--- config.mk ---
export PLATFORM = sky130hd
export DESIGN_NAME = game_sequencer
export DESIGN_NICKNAME = d
export VERILOG_FILES = /design/src/rtl/game_pkg.sv /design/src/rtl/game_sequencer_edge_detect.sv /design/src/rtl/game_sequencer.sv
export SDC_FILE = /design/constraint.sdc
export NUM_CORES = 1
export LEC_CHECK = 0
export BUFFER_PORTS_ARGS = -buffer_cell sky130_fd_sc_hd__buf_2
export CAP_MARGIN = 20
export CORE_MARGIN = 2
export CORE_UTILIZATION = 59
export CTS_BUF_LIST = sky130_fd_sc_hd__clkbuf_2 sky130_fd_sc_hd__clkbuf_4 sky130_fd_sc_hd__clkbuf_8
export CTS_CLUSTER_DIAMETER = 50
export CTS_CLUSTER_SIZE = 16
export DETAILED_ROUTE_END_ITERATION = 8
export PLACE_DENSITY = 0.81
export SETUP_SLACK_MARGIN = 0.1
export SLEW_MARGIN = 25
export SYNTH_ARGS = -nofsm -noshare
export SYNTH_HDL_FRONTEND = slang
export SYNTH_SLANG_ARGS = --single-unit
export TNS_END_PERCENT = 30
--- constraint.sdc ---
create_clock -name Clk -period 2.2 [get_ports Clk]
set_clock_uncertainty 0.05 [all_clocks]
set_input_delay 0.22 -clock Clk [delete_from_list [all_inputs] [get_ports Clk]]
set_output_delay 0.22 -clock Clk [all_outputs]
set_load 0.01 [all_outputs]
--- src/rtl/game_pkg.sv ---
// Shared types and defaults for the per-frame game sequencer.
package game_pkg;

  typedef enum logic [1:0] {
    TITLE = 2'd0,
    PLAY  = 2'd1,
    DEAD  = 2'd2
  } mode_t;

  typedef enum logic [2:0] {
    S_TITLE,
    S_CLEAR,
    S_WAIT,
    S_UPD,
    S_CHECK,
    S_DEAD
  } seq_state_t;

  localparam int SLOT_CHAR   = 0;
  localparam int SLOT_ENEMY1 = 1;
  localparam int SLOT_PLAT1  = 2;
  localparam int SLOT_SPARE  = 3;

  localparam int TIMEOUT_DEF     = 1023;
  localparam int DEAD_FRAMES_DEF = 120;

endpackage

--- src/rtl/game_sequencer_edge_detect.sv ---
// Registered edge detector, one-cycle pulses one clock after the edge is sampled.
// POL=0 treats sig as active-low, so rise marks assertion (the falling pin edge).
module edge_detect #(
  parameter bit POL = 1'b1
) (
  input  logic clk,
  input  logic rst_n,
  input  logic sig,
  output logic rise,
  output logic fall
);

  logic lvl;
  logic lvl_q;

  assign lvl = POL ? sig : ~sig;

  always_ff @(posedge clk or negedge rst_n) begin
    if (!rst_n) begin
      lvl_q <= 1'b0;
      rise  <= 1'b0;
      fall  <= 1'b0;
    end else begin
      lvl_q <= lvl;
      rise  <= lvl & ~lvl_q;
      fall  <= ~lvl & lvl_q;
    end
  end

endmodule

--- src/rtl/game_sequencer.sv ---
// Per-frame game controller: on each VSYNC tick, requests slot updates in order with a timeout,
// then samples the death verdict. All outputs registered; tick -> update_req[0] is 1 Clk.
module game_sequencer
  import game_pkg::*;
#(
  parameter int N_SLOT      = 4,
  parameter int TIMEOUT     = TIMEOUT_DEF,
  parameter int DEAD_FRAMES = DEAD_FRAMES_DEF,
  parameter int SCORE_W     = 16
) (
  input  logic               Clk,
  input  logic               Reset_n,
  input  logic               frame_clk,
  input  logic               start_key,
  input  logic               dead_in,
  input  logic [N_SLOT-1:0]  update_done,
  output logic [N_SLOT-1:0]  update_req,
  output logic               soft_reset,
  output mode_t              game_state,
  output logic [SCORE_W-1:0] score,
  output logic [7:0]         overrun_cnt,
  output logic [N_SLOT-1:0]  timeout_err
);

  localparam int TMR_W  = $clog2(TIMEOUT + 1);
  localparam int DCNT_W = $clog2(DEAD_FRAMES + 1);
  localparam int SLOT_W = (N_SLOT > 1) ? $clog2(N_SLOT) : 1;

  seq_state_t         state, state_nx;
  logic [SLOT_W-1:0]  slot, slot_nx;
  logic [TMR_W-1:0]   tmr, tmr_nx;
  logic [DCNT_W-1:0]  dcnt, dcnt_nx;
  logic [SCORE_W-1:0] score_nx;
  logic [7:0]         overrun_nx;
  logic [N_SLOT-1:0]  terr_nx, req_nx;
  logic               soft_nx;
  mode_t              mode_nx;
  logic               tick, start_rise;
  logic               vs_release_unused, start_fall_unused;

  // VGA_VS is active-low: its assertion (falling pin edge) is the frame tick.
  edge_detect #(.POL(1'b0)) u_vs_edge (
    .clk(Clk), .rst_n(Reset_n), .sig(frame_clk), .rise(tick), .fall(vs_release_unused)
  );

  edge_detect #(.POL(1'b1)) u_start_edge (
    .clk(Clk), .rst_n(Reset_n), .sig(start_key), .rise(start_rise), .fall(start_fall_unused)
  );

  always_comb begin
    state_nx   = state;
    slot_nx    = slot;
    tmr_nx     = tmr;
    dcnt_nx    = dcnt;
    score_nx   = score;
    overrun_nx = overrun_cnt;
    terr_nx    = timeout_err;

    case (state)
      S_TITLE: if (start_rise) state_nx = S_CLEAR;
      S_CLEAR: begin
        score_nx = '0;
        state_nx = S_WAIT;
      end
      S_WAIT: if (tick) begin
        state_nx = S_UPD;
        slot_nx  = '0;
        tmr_nx   = '0;
      end
      S_UPD: begin
        tmr_nx = tmr + TMR_W'(1);
        // An ack arriving on the final timeout cycle still counts as a clean update.
        if (update_done[slot] || tmr == TMR_W'(TIMEOUT)) begin
          if (!update_done[slot]) terr_nx[slot] = 1'b1;
          tmr_nx = '0;
          if (slot == SLOT_W'(N_SLOT - 1)) state_nx = S_CHECK;
          else                             slot_nx  = slot + SLOT_W'(1);
        end
        if (tick && overrun_cnt != 8'hFF) overrun_nx = overrun_cnt + 8'd1;
      end
      S_CHECK: begin
        if (tick && overrun_cnt != 8'hFF) overrun_nx = overrun_cnt + 8'd1;
        if (dead_in) begin
          state_nx = S_DEAD;
          dcnt_nx  = '0;
        end else begin
          if (score != '1) score_nx = score + SCORE_W'(1);
          state_nx = S_WAIT;
        end
      end
      S_DEAD: begin
        if (dcnt == DCNT_W'(DEAD_FRAMES)) state_nx = S_TITLE;
        else if (tick)                    dcnt_nx  = dcnt + DCNT_W'(1);
      end
      default: state_nx = S_TITLE;
    endcase

    req_nx  = (state_nx == S_UPD) ? (N_SLOT'(1) << slot_nx) : '0;
    soft_nx = (state_nx == S_CLEAR);
    case (state_nx)
      S_TITLE: mode_nx = TITLE;
      S_DEAD:  mode_nx = DEAD;
      default: mode_nx = PLAY;
    endcase
  end

  always_ff @(posedge Clk or negedge Reset_n) begin
    if (!Reset_n) begin
      state       <= S_TITLE;
      slot        <= '0;
      tmr         <= '0;
      dcnt        <= '0;
      score       <= '0;
      overrun_cnt <= '0;
      timeout_err <= '0;
      update_req  <= '0;
      soft_reset  <= 1'b0;
      game_state  <= TITLE;
    end else begin
      state       <= state_nx;
      slot        <= slot_nx;
      tmr         <= tmr_nx;
      dcnt        <= dcnt_nx;
      score       <= score_nx;
      overrun_cnt <= overrun_nx;
      timeout_err <= terr_nx;
      update_req  <= req_nx;
      soft_reset  <= soft_nx;
      game_state  <= mode_nx;
    end
  end

endmodule

==> results.cfg, run 1 <==
[critical_path]
crit_fanout = 7
crit_family = simple AND/OR/NAND/NOR gates
cp-start-kind = flip-flop
worst_path_largest_cell_delay_ns = 0.56
cp_cell_sequence = or4b_4, or2_2, or4_1, a21oi_1
cp.arrival_ns = 2.27
cpMaxStageDelayCell = or4b_4
setup.worst_path.end_class = flip-flop
crit_required_ns = 2.41
critical_path_class = reg -> reg
timing.critical_path.buf_inv = 0

[final_layout]
final_util_pct = 72.98
fin_cells = 443
multi_input_area_mm2 = 0.001465
register_area_mm2 = 0.001528
fillers = 382
fin_nets = 382
diodes = 0
area_delta_synth_final_pct = 20.23
layout-drive-gt1-share_pct = 24.13

[sta]
relSlewSlack_pct = 60.08
rsz0062_at_grt = true
period_needed_ns = 2.060
fin_crit_sh_pct = 93.64
setup_tns_ns = 0
timing.fmax_mhz = 485.4
whs_ns = 0.2549
hold_viol = 0
worst_pin_slew_ns = 0.5926
setup_viol = 0
slew_violations = 0

[grt]
grt_pass1_vias = 2405
grt_use_total_pct = 23.41
gr-total-overflow = 0
grt_first_pass_wirelength_um = 10940
grt_max_degree = 36
antenna_found_initial = 0

[route]
routed_wl_um = 6269
drt_iter0_markers = 239
drtPass1Iterations = 4
vias_per_cell = 5.686
vias = 2519
wl_per_cell_um = 14.15
drtAntennaViolNets = 0
drc_errors = 0

[logic_synthesis]
yosysUniqueCellTypes = 62
yosysMostFrequentCell = dfrtp_1
async_reset_ff_share_pct = 100.0
yosys.area_share.simple_pct = 20.11
avgSynthCellArea_um2 = 10.07
ys_seq_area_share_pct = 49.55
synth_compound_area_share_pct = 16.41
synth-xor-area-share_pct = 7.108
synth.top_cell.area_share_pct = 49.55
ys_top_cells_by_count = dfrtp_1, nor2_1, nand2_1
yosysTopAreaCell = dfrtp_1
synth_cells = 306
synthMuxAreaShare_pct = 1.462
synth-edff-count = 0
yosys.area_share.adder_pct = 2.031
synth_nets = 320
ys_warn_count = 0
ys.flop_type = dfrtp_1
syn_area_mm2 = 0.003080
synthTopCellsByArea = dfrtp_1, nor2_1, xnor2_1
synth-seq-cells = 61
synth_top_family_by_area = simple AND/OR/NAND/NOR gates

[power]
p_leak_uw = 0.001722
p_per_area_mw_per_mm2 = 967.0
irDropWorstVdd_mv = 0.6126

[floorplanning]
io_pins = 44
die_x_um = 76.26
initial_core_util_pct = 60.70
core_area_mm2 = 0.005075
die_area_mm2 = 0.005815
die_y_um = 76.26
rows = 26

[cts]
clockBufferDepth = 2
cts_buffers = 9
h-tree-depth = 3
clk_latency_ns = 0.33
root_buffer = clkbuf_8
clk_pin_slew_ns = 0.07
cts_tree = yes
clock-sinks = 61

[place]
dp.cells = 423
place_congestion = 0.8730
io_buffers = 43
dp_hpwl_um = 4418

[run_status]
status = completed

[job]
cap_violations = 0

[worst_hold_path]
hp-class = in -> reg
## power breakdown
group / internal (uW) / switching (uW) / leakage [uW]
clock network: 575 / 416 / 0.000103
logic: 510 / 634 / 0.000816
registers: 1290 / 157 / 0.000803
## cells in the final DEF (no fill, tap or decap), types with 7 or more instances in the layout
master and count:
xnor2_1 13, nor3_1 7, dfrtp_1 60, nand2_1 25
inv_1 12, o21ai_0 15, and3_1 7, clkbuf_8 10
nor2_1 32, nand4_1 8, buf_4 15, a21oi_1 15
nand3_1 12, buf_2 43, xor2_1 12
## through the flow
stage	setup slack [ns]	total power, uW	cell area (um^2)
finish	0.1399	3581	3704
floorplan	0.2445	2207	3080
global route	0.06829	3832	3704
CTS	0.1332	3603	3681
detailed placement	0.1514	2588	3451
global placement	0.2106	2550	3451
## sequential cells by signal (all words and copies together) (netlist names), 2 cells and up
| name | count |
|---|---|
| score | 16 |
| tmr | 10 |
| overrun_cnt | 8 |
| dcnt | 7 |
| timeout_err | 4 |
| update_req | 4 |
| state | 3 |
| game_state | 2 |
| slot | 2 |
## area by class of cell
class / count / share of cell area [%]
flip-flops and latches: 61 / 41.25
multi-input cells: 222 / 39.56
repair buffers: 62 / 10.20
clock buffers: 12 / 4.122
well taps: 70 / 2.365
clock inverters: 4 / 1.284
inverters: 12 / 1.216
## per-layer routing
metal	vias to the layer above	wire length, um	GRT usage (%)
met5	-	0	0
met4	0	111	11.09
met3	11	228	4.739
met2	54	3052	37.61
met1	1234	2876	30.59
li1	1220	-	-
## path summary, 6_finish.rpt
check | depth (start not counted) | startpoint | to | slack [ns]
hold / removal | 3 | dead_in | state[1]$_DFF_PN0_ | 0.25
min in group asynchronous | 2 | Reset_n | timeout_err[3]$_DFFE_PN0P_ | 0.38
max in group asynchronous | 3 | Reset_n | u_vs_edge.lvl_q$_DFF_PN0_ | 1.12
setup reg to reg | 4 | state[1]$_DFF_PN0_ | score[10]$_DFFE_PN0P_ | 0.14
hold reg to reg | 1 | u_start_edge.lvl_q$_DFF_PN0_ | u_start_edge.rise$_DFF_PN0_ | 0.34
setup / recovery | 4 | state[1]$_DFF_PN0_ | score[10]$_DFFE_PN0P_ | 0.14
## worst min-delay path: stages
cell and delay (ns):
buf_2 0.14, or4b_4 0.16, o31ai_1 0.08
## timing repair
| action | CTS | global route |
|---|---|---|
| hold buffers | 3 | 0 |
| setup endpoints to repair | 0 | 10 |
| resized for setup | 0 | 3 |
| hold endpoints to repair | 29 | 0 |
| buffers inserted | 0 | 1 |
## cell families (layout without fill, tap and decap cells)
group	after synthesis	after routing
simple gates	120	120
compound gates	69	69
flops	61	61
xor+xnor	25	25
buf+inv	23	90
fa+ha+maj	5	5
mux	3	3
(Power assumes the default switching activity.)
==> inputs of run 2 (changes only) <==
--- a/config.mk
+++ b/config.mk
@@ -13,6 +13,7 @@
 export CTS_CLUSTER_DIAMETER = 50
 export CTS_CLUSTER_SIZE = 16
 export DETAILED_ROUTE_END_ITERATION = 8
+export HOLD_SLACK_MARGIN = 0.12
 export PLACE_DENSITY = 0.81
 export SETUP_SLACK_MARGIN = 0.1
 export SLEW_MARGIN = 25
==> constraint.sdc (replaced) <==
create_clock -name Clk -period 2.2 [get_ports Clk]
set_clock_uncertainty 0.05 [all_clocks]
set_input_delay 0.22 -clock Clk [delete_from_list [all_inputs] [get_ports Clk]]
set_output_delay 0.22 -clock Clk [all_outputs]
set_load 0.05 [all_outputs]
==> run 2 against run 1 <==
Total power is 6.2% higher. Cell count up 0.45%. Sequential cell count is the same. Final area is 0.20% lower. Register-to-register slack lost 0.04 ns. Critical path type unchanged. Largest cell class unchanged.
==> results.cfg, run 2 (synthesis results as in run 1) <==
[critical_path]
r2r_cells = 5
crit_fanout = 7
r2r-end = score[7]$_DFFE_PN0P_
cp-start-kind = flip-flop
crit_required_ns = 2.37
r2r_setup_slack_ns = 0.10
cp.arrival_ns = 2.26
critical_path_class = reg -> reg
r2r-start = state[0]$_DFF_PN0_
setup.worst_path.end_class = flip-flop

[worst_hold_path]
min_delay_worst_endpoint = game_state[0]$_DFF_PN0_
min_delay_path_depth = 3
min-delay-start = dead_in
hp-class = in -> reg

[power]
comb_power_share_pct = 38.7
internal_power_uw = 2285
p_leak_uw = 0.001741
irDropWorstVdd_mv = 0.8551
seqPwrFrac_pct = 38.3
clock_power_share_pct = 23.0
power.switching_uw = 1520
p_per_area_mw_per_mm2 = 1029
switching_share_pct = 39.95
report.power.total_uw = 3805

[final_layout]
layout-drive-gt1-share_pct = 24.80
register_area_mm2 = 0.001529
largestRegisters = score x16, tmr x10, overrun_cnt x8
diodes = 0
fillers = 380
regMostFlops = score
area_delta_synth_final_pct = 19.98
multi_input_area_mm2 = 0.001470
final_common_cell = dfrtp_1
fin_cells = 445
largest_register_ffs = 16
fin_nets = 384
final_cell_mix = dfrtp_1, buf_2, nor2_1

[route]
drt_iter0_markers = 223
routed_wl_um = 6691
drc_errors = 0
drtAntennaViolNets = 0
wl_per_cell_um = 15.04
vias_per_cell = 5.800
vias = 2581
drtPass1Iterations = 5

[floorplanning]
die_y_um = 76.26
initial_core_util_pct = 60.70
die_x_um = 76.26
rows = 26
io_pins = 44
core_area_mm2 = 0.005075
die_area_mm2 = 0.005815

[place]
place_congestion = 0.8289
dp_hpwl_um = 4556
io_buffers = 43
dp.cells = 420

[grt]
grt_max_degree = 37
grt_first_pass_wirelength_um = 11610
antenna_found_initial = 0
gr-total-overflow = 0
grt_use_total_pct = 24.90
grt_pass1_vias = 2550

[cts]
h-tree-depth = 3
cts_tree = yes
cts_buffers = 9
root_buffer = clkbuf_8
clockBufferDepth = 2
clk_pin_slew_ns = 0.06
clock-sinks = 61
clk_latency_ns = 0.34

[sta]
relSlewSlack_pct = 60.89
whs_ns = 0.2512
worst_pin_slew_ns = 0.5805
timing.fmax_mhz = 476.9
slew_violations = 0
rsz0062_at_grt = true
fin_crit_sh_pct = 95.31
setup_viol = 0
period_needed_ns = 2.097
setup_tns_ns = 0
hold_viol = 0

[run_status]
status = completed

[job]
cap_violations = 0
[run 2: worst max path at each step]
stage	startpoint	endpoint	slack, ns
2_1_floorplan	score[0]$_DFFE_PN0P_	score[10]$_DFFE_PN0P_	0.18
3_3_place_gp	state[0]$_DFF_PN0_	score[9]$_DFFE_PN0P_	0.18
3_5_place_dp	state[0]$_DFF_PN0_	tmr[6]$_DFFE_PN0P_	0.11
4_1_cts	state[0]$_DFF_PN0_	score[7]$_DFFE_PN0P_	0.10
5_1_grt	tmr[0]$_DFFE_PN0P_	tmr[6]$_DFFE_PN0P_	0.03
6_report	state[0]$_DFF_PN0_	score[7]$_DFFE_PN0P_	0.10
[run 2: timing repair]
action | in CTS | in global routing
endpoints found under the setup margin | 1 | 28
gates cloned | 0 | 0
resized for setup | 1 | 0
setup buffers | 0 | 6
hold buffers | 3 | 0
endpoints found under the hold margin | 29 | 0
pin swaps | 0 | 1
[run 2: worst max-delay path, stage by stage (launching register included)]
cell	delay (ns)
dfrtp_1	0.44
or4b_4	0.59
or2_4	0.31
a2111oi_4	0.34
xnor2_1	0.18
nor2_1	0.07
[run 2: power groups by stage]
stage                     combinational, uW  sequential [uW]  clock (uW)
after floorplan                         729             1760           0
after global placement                 1340             1470           0
after detailed placement               1380             1480           0
after CTS                              1390             1460         894
after global routing                   1590             1490         952
final                                  1470             1460         875
[run 2: routing by layer]
layer / global-route usage [%] / vias up / part of all wire, %
met1: 32.67 / 1243 / 44
met5: 0 / - / 0
met4: 12.55 / 0 / 2.6
li1: - / 1235 / -
met2: 39.56 / 88 / 49
met3: 5.095 / 15 / 4.7
[run 2: through the flow]
step                      instance area (um^2)  setup WS [ns]  utilization (%)
final                                     3696         0.1031            72.83
after global routing                      3696        0.03426            72.83
after floorplan                           3089         0.1819                -
after CTS                                 3651         0.1016            71.94
after global placement                    3437         0.1789            67.73
after detailed placement                  3437         0.1055            67.73
[run 2: layout make-up]
| class | count | area share [%] |
|---|---|---|
| clock buffers | 14 | 4.367 |
| clock inverters | 2 | 0.2708 |
| inverters | 12 | 1.219 |
| multi-input cells | 222 | 39.78 |
| flip-flops and latches | 61 | 41.37 |
| well taps | 70 | 2.370 |
| repair buffers | 64 | 10.63 |
==> inputs of run 3 (changes only) <==
==> constraint.sdc (replaced) <==
create_clock -name Clk -period 2.15 [get_ports Clk]
set_clock_uncertainty 0.05 [all_clocks]
set_input_delay 0.215 -clock Clk [delete_from_list [all_inputs] [get_ports Clk]]
set_output_delay 0.215 -clock Clk [all_outputs]
set_load 0.05 [all_outputs]
==> run 3 against run 2 <==
Die area unchanged. Sequential cell count unchanged. Cell count down 0.45%. Combinational power about the same. First-iteration DRC count down 21%. Register-to-register slack about the same. Routed wire length down 2.0%. Via count down 1.9%. Worst hold slack worse by 0.0088 ns. Utilization up 0.59 points. Setup slack worse by 0.0026 ns. Total power up 2.9%. Largest power group is now sequential cells. Highest routed layer unchanged.
==> results.cfg, run 3 (synthesis results as in run 1) <==
[run_status]
status = completed

[grt]
grt_pass1_vias = 2468
grt_max_degree = 37
gr-total-overflow = 0
antenna_found_initial = 0
grt_first_pass_wirelength_um = 11520
grt_use_total_pct = 24.63

[route]
drtPass1Iterations = 4
drt_iter0_markers = 176
routed_wl_um = 6554
drc_errors = 0
vias = 2533
wl_per_cell_um = 14.79
drtAntennaViolNets = 0
vias_per_cell = 5.718

[job]
cap_violations = 0

[place]
io_buffers = 43
place_congestion = 0.8433
place_area_mm2 = 0.003445
dp_hpwl_um = 4592

[sta]
slew_violations = 0
fin_crit_sh_pct = 95.32
timing.fmax_mhz = 487.9
worst_pin_slew_ns = 0.6739
setup_viol = 0
period_needed_ns = 2.049
setup_tns_ns = 0
rsz0062_at_grt = true
relSlewSlack_pct = 54.60
hold_viol = 0

[cts]
clk_latency_ns = 0.34
cts_buffers = 9
clk_pin_slew_ns = 0.06
cts_tree = yes
clockBufferDepth = 2
h-tree-depth = 3
root_buffer = clkbuf_8
clock-sinks = 61

[critical_path]
r2r_cells = 4
cp-start-kind = flip-flop
critical_path_class = reg -> reg
crit_required_ns = 2.36
r2r-start = state[1]$_DFF_PN0_
setup.worst_path.end_class = flip-flop
crit_fanout = 6
r2r-end = score[10]$_DFFE_PN0P_
r2r_setup_slack_ns = 0.10
cp.arrival_ns = 2.26

[floorplanning]
initial_core_util_pct = 60.70
io_pins = 44
rows = 26
die_area_mm2 = 0.005815
die_y_um = 76.26
core_area_mm2 = 0.005075
die_x_um = 76.26

[final_layout]
finalInstanceArea_mm2 = 0.003726
regMostFlops = score
fin_nets = 382
final_common_cell = dfrtp_1
largest_register_ffs = 16
layout-drive-gt1-share_pct = 26.01
diodes = 0
area_delta_synth_final_pct = 20.96
final_cell_mix = dfrtp_1, buf_2, nor2_1
final_util_pct = 73.42
largestRegisters = score x16, tmr x10, overrun_cnt x8

[worst_hold_path]
min-delay-start = dead_in
min_delay_path_depth = 3
hp-class = in -> reg
min_delay_worst_endpoint = state[1]$_DFF_PN0_

[power]
p_leak_uw = 0.001736
irDropWorstVdd_mv = 1.087
p_per_area_mw_per_mm2 = 1050
==> run 3: cell types whose count changed in the layout (fill, tap and decap cells not counted), moves of 2 or more <==
cell,change
clkbuf_8,+2
or3b_4,+2
buf_4,-2
clkbuf_4,-4
==> run 3: area by class of cell <==
cell class              count  area [um^2]
multi-input cells         222         1504
well taps                  70        87.58
flip-flops and latches     61         1530
repair buffers             62        377.9
clock inverters             4        22.52
fillers                   375         1349
clock buffers              12        158.9
inverters                  12        45.04
==> run 3: stage by stage <==
stage | hold WS [ns] | std cells | setup slack, ns | total power [uW]
6_report | 0.2423 | 443 | 0.1006 | 3913
3_3_place_gp | 0.1939 | 421 | 0.1556 | 2885
3_5_place_dp | 0.2052 | 421 | 0.1009 | 2934
4_1_cts | 0.2318 | 440 | 0.09823 | 3872
2_1_floorplan | -0.1306 | 306 | 0.1319 | 2549
5_1_grt | 0.2471 | 443 | 0.01584 | 4153
==> run 3: power by group <==
part	switching (uW)	total [uW]	leakage (uW)	internal, uW
Clock	434	922	0.0000956	488
Combinational	953	1480	0.000838	532
Sequential	183	1510	0.000801	1320
Total	1570	3910	0.00174	2340
==> run 3: critical path, stage by stage (launching register included) <==
cell     delay, ns
dfrtp_1       0.43
or4b_4        0.57
or2_2         0.37
or4_1         0.41
a21oi_1       0.15
==> run 3: worst max path at each step <==
stage	startpoint	to
global placement	state[1]$_DFF_PN0_	score[9]$_DFFE_PN0P_
CTS	state[0]$_DFF_PN0_	overrun_cnt[5]$_DFFE_PN0P_
floorplan	score[0]$_DFFE_PN0P_	score[10]$_DFFE_PN0P_
finish	state[1]$_DFF_PN0_	score[10]$_DFFE_PN0P_
global route	score[0]$_DFFE_PN0P_	score[12]$_DFFE_PN0P_
detailed placement	state[0]$_DFF_PN0_	overrun_cnt[4]$_DFFE_PN0P_
==> run 3: timing repair <==
| item | 4_1_cts | 5_1_grt |
|---|---|---|
| resized for setup | 2 | 9 |
| setup endpoints to repair | 2 | 22 |
| endpoints found under the hold margin | 29 | 0 |
| hold buffers | 3 | 0 |
| gates cloned | 0 | 0 |
| pin swaps | 1 | 3 |
| buffers inserted | 0 | 3 |
==> run 3: metal layers <==
| layer | vias to the layer above | routed length (um) | track usage [%] |
|---|---|---|---|
| met5 | - | 0 | 0 |
| li1 | 1223 | - | - |
| met4 | 0 | 92 | 9.636 |
| met2 | 68 | 3110 | 38.14 |
| met1 | 1233 | 3038 | 33.12 |
| met3 | 9 | 313 | 6.872 |
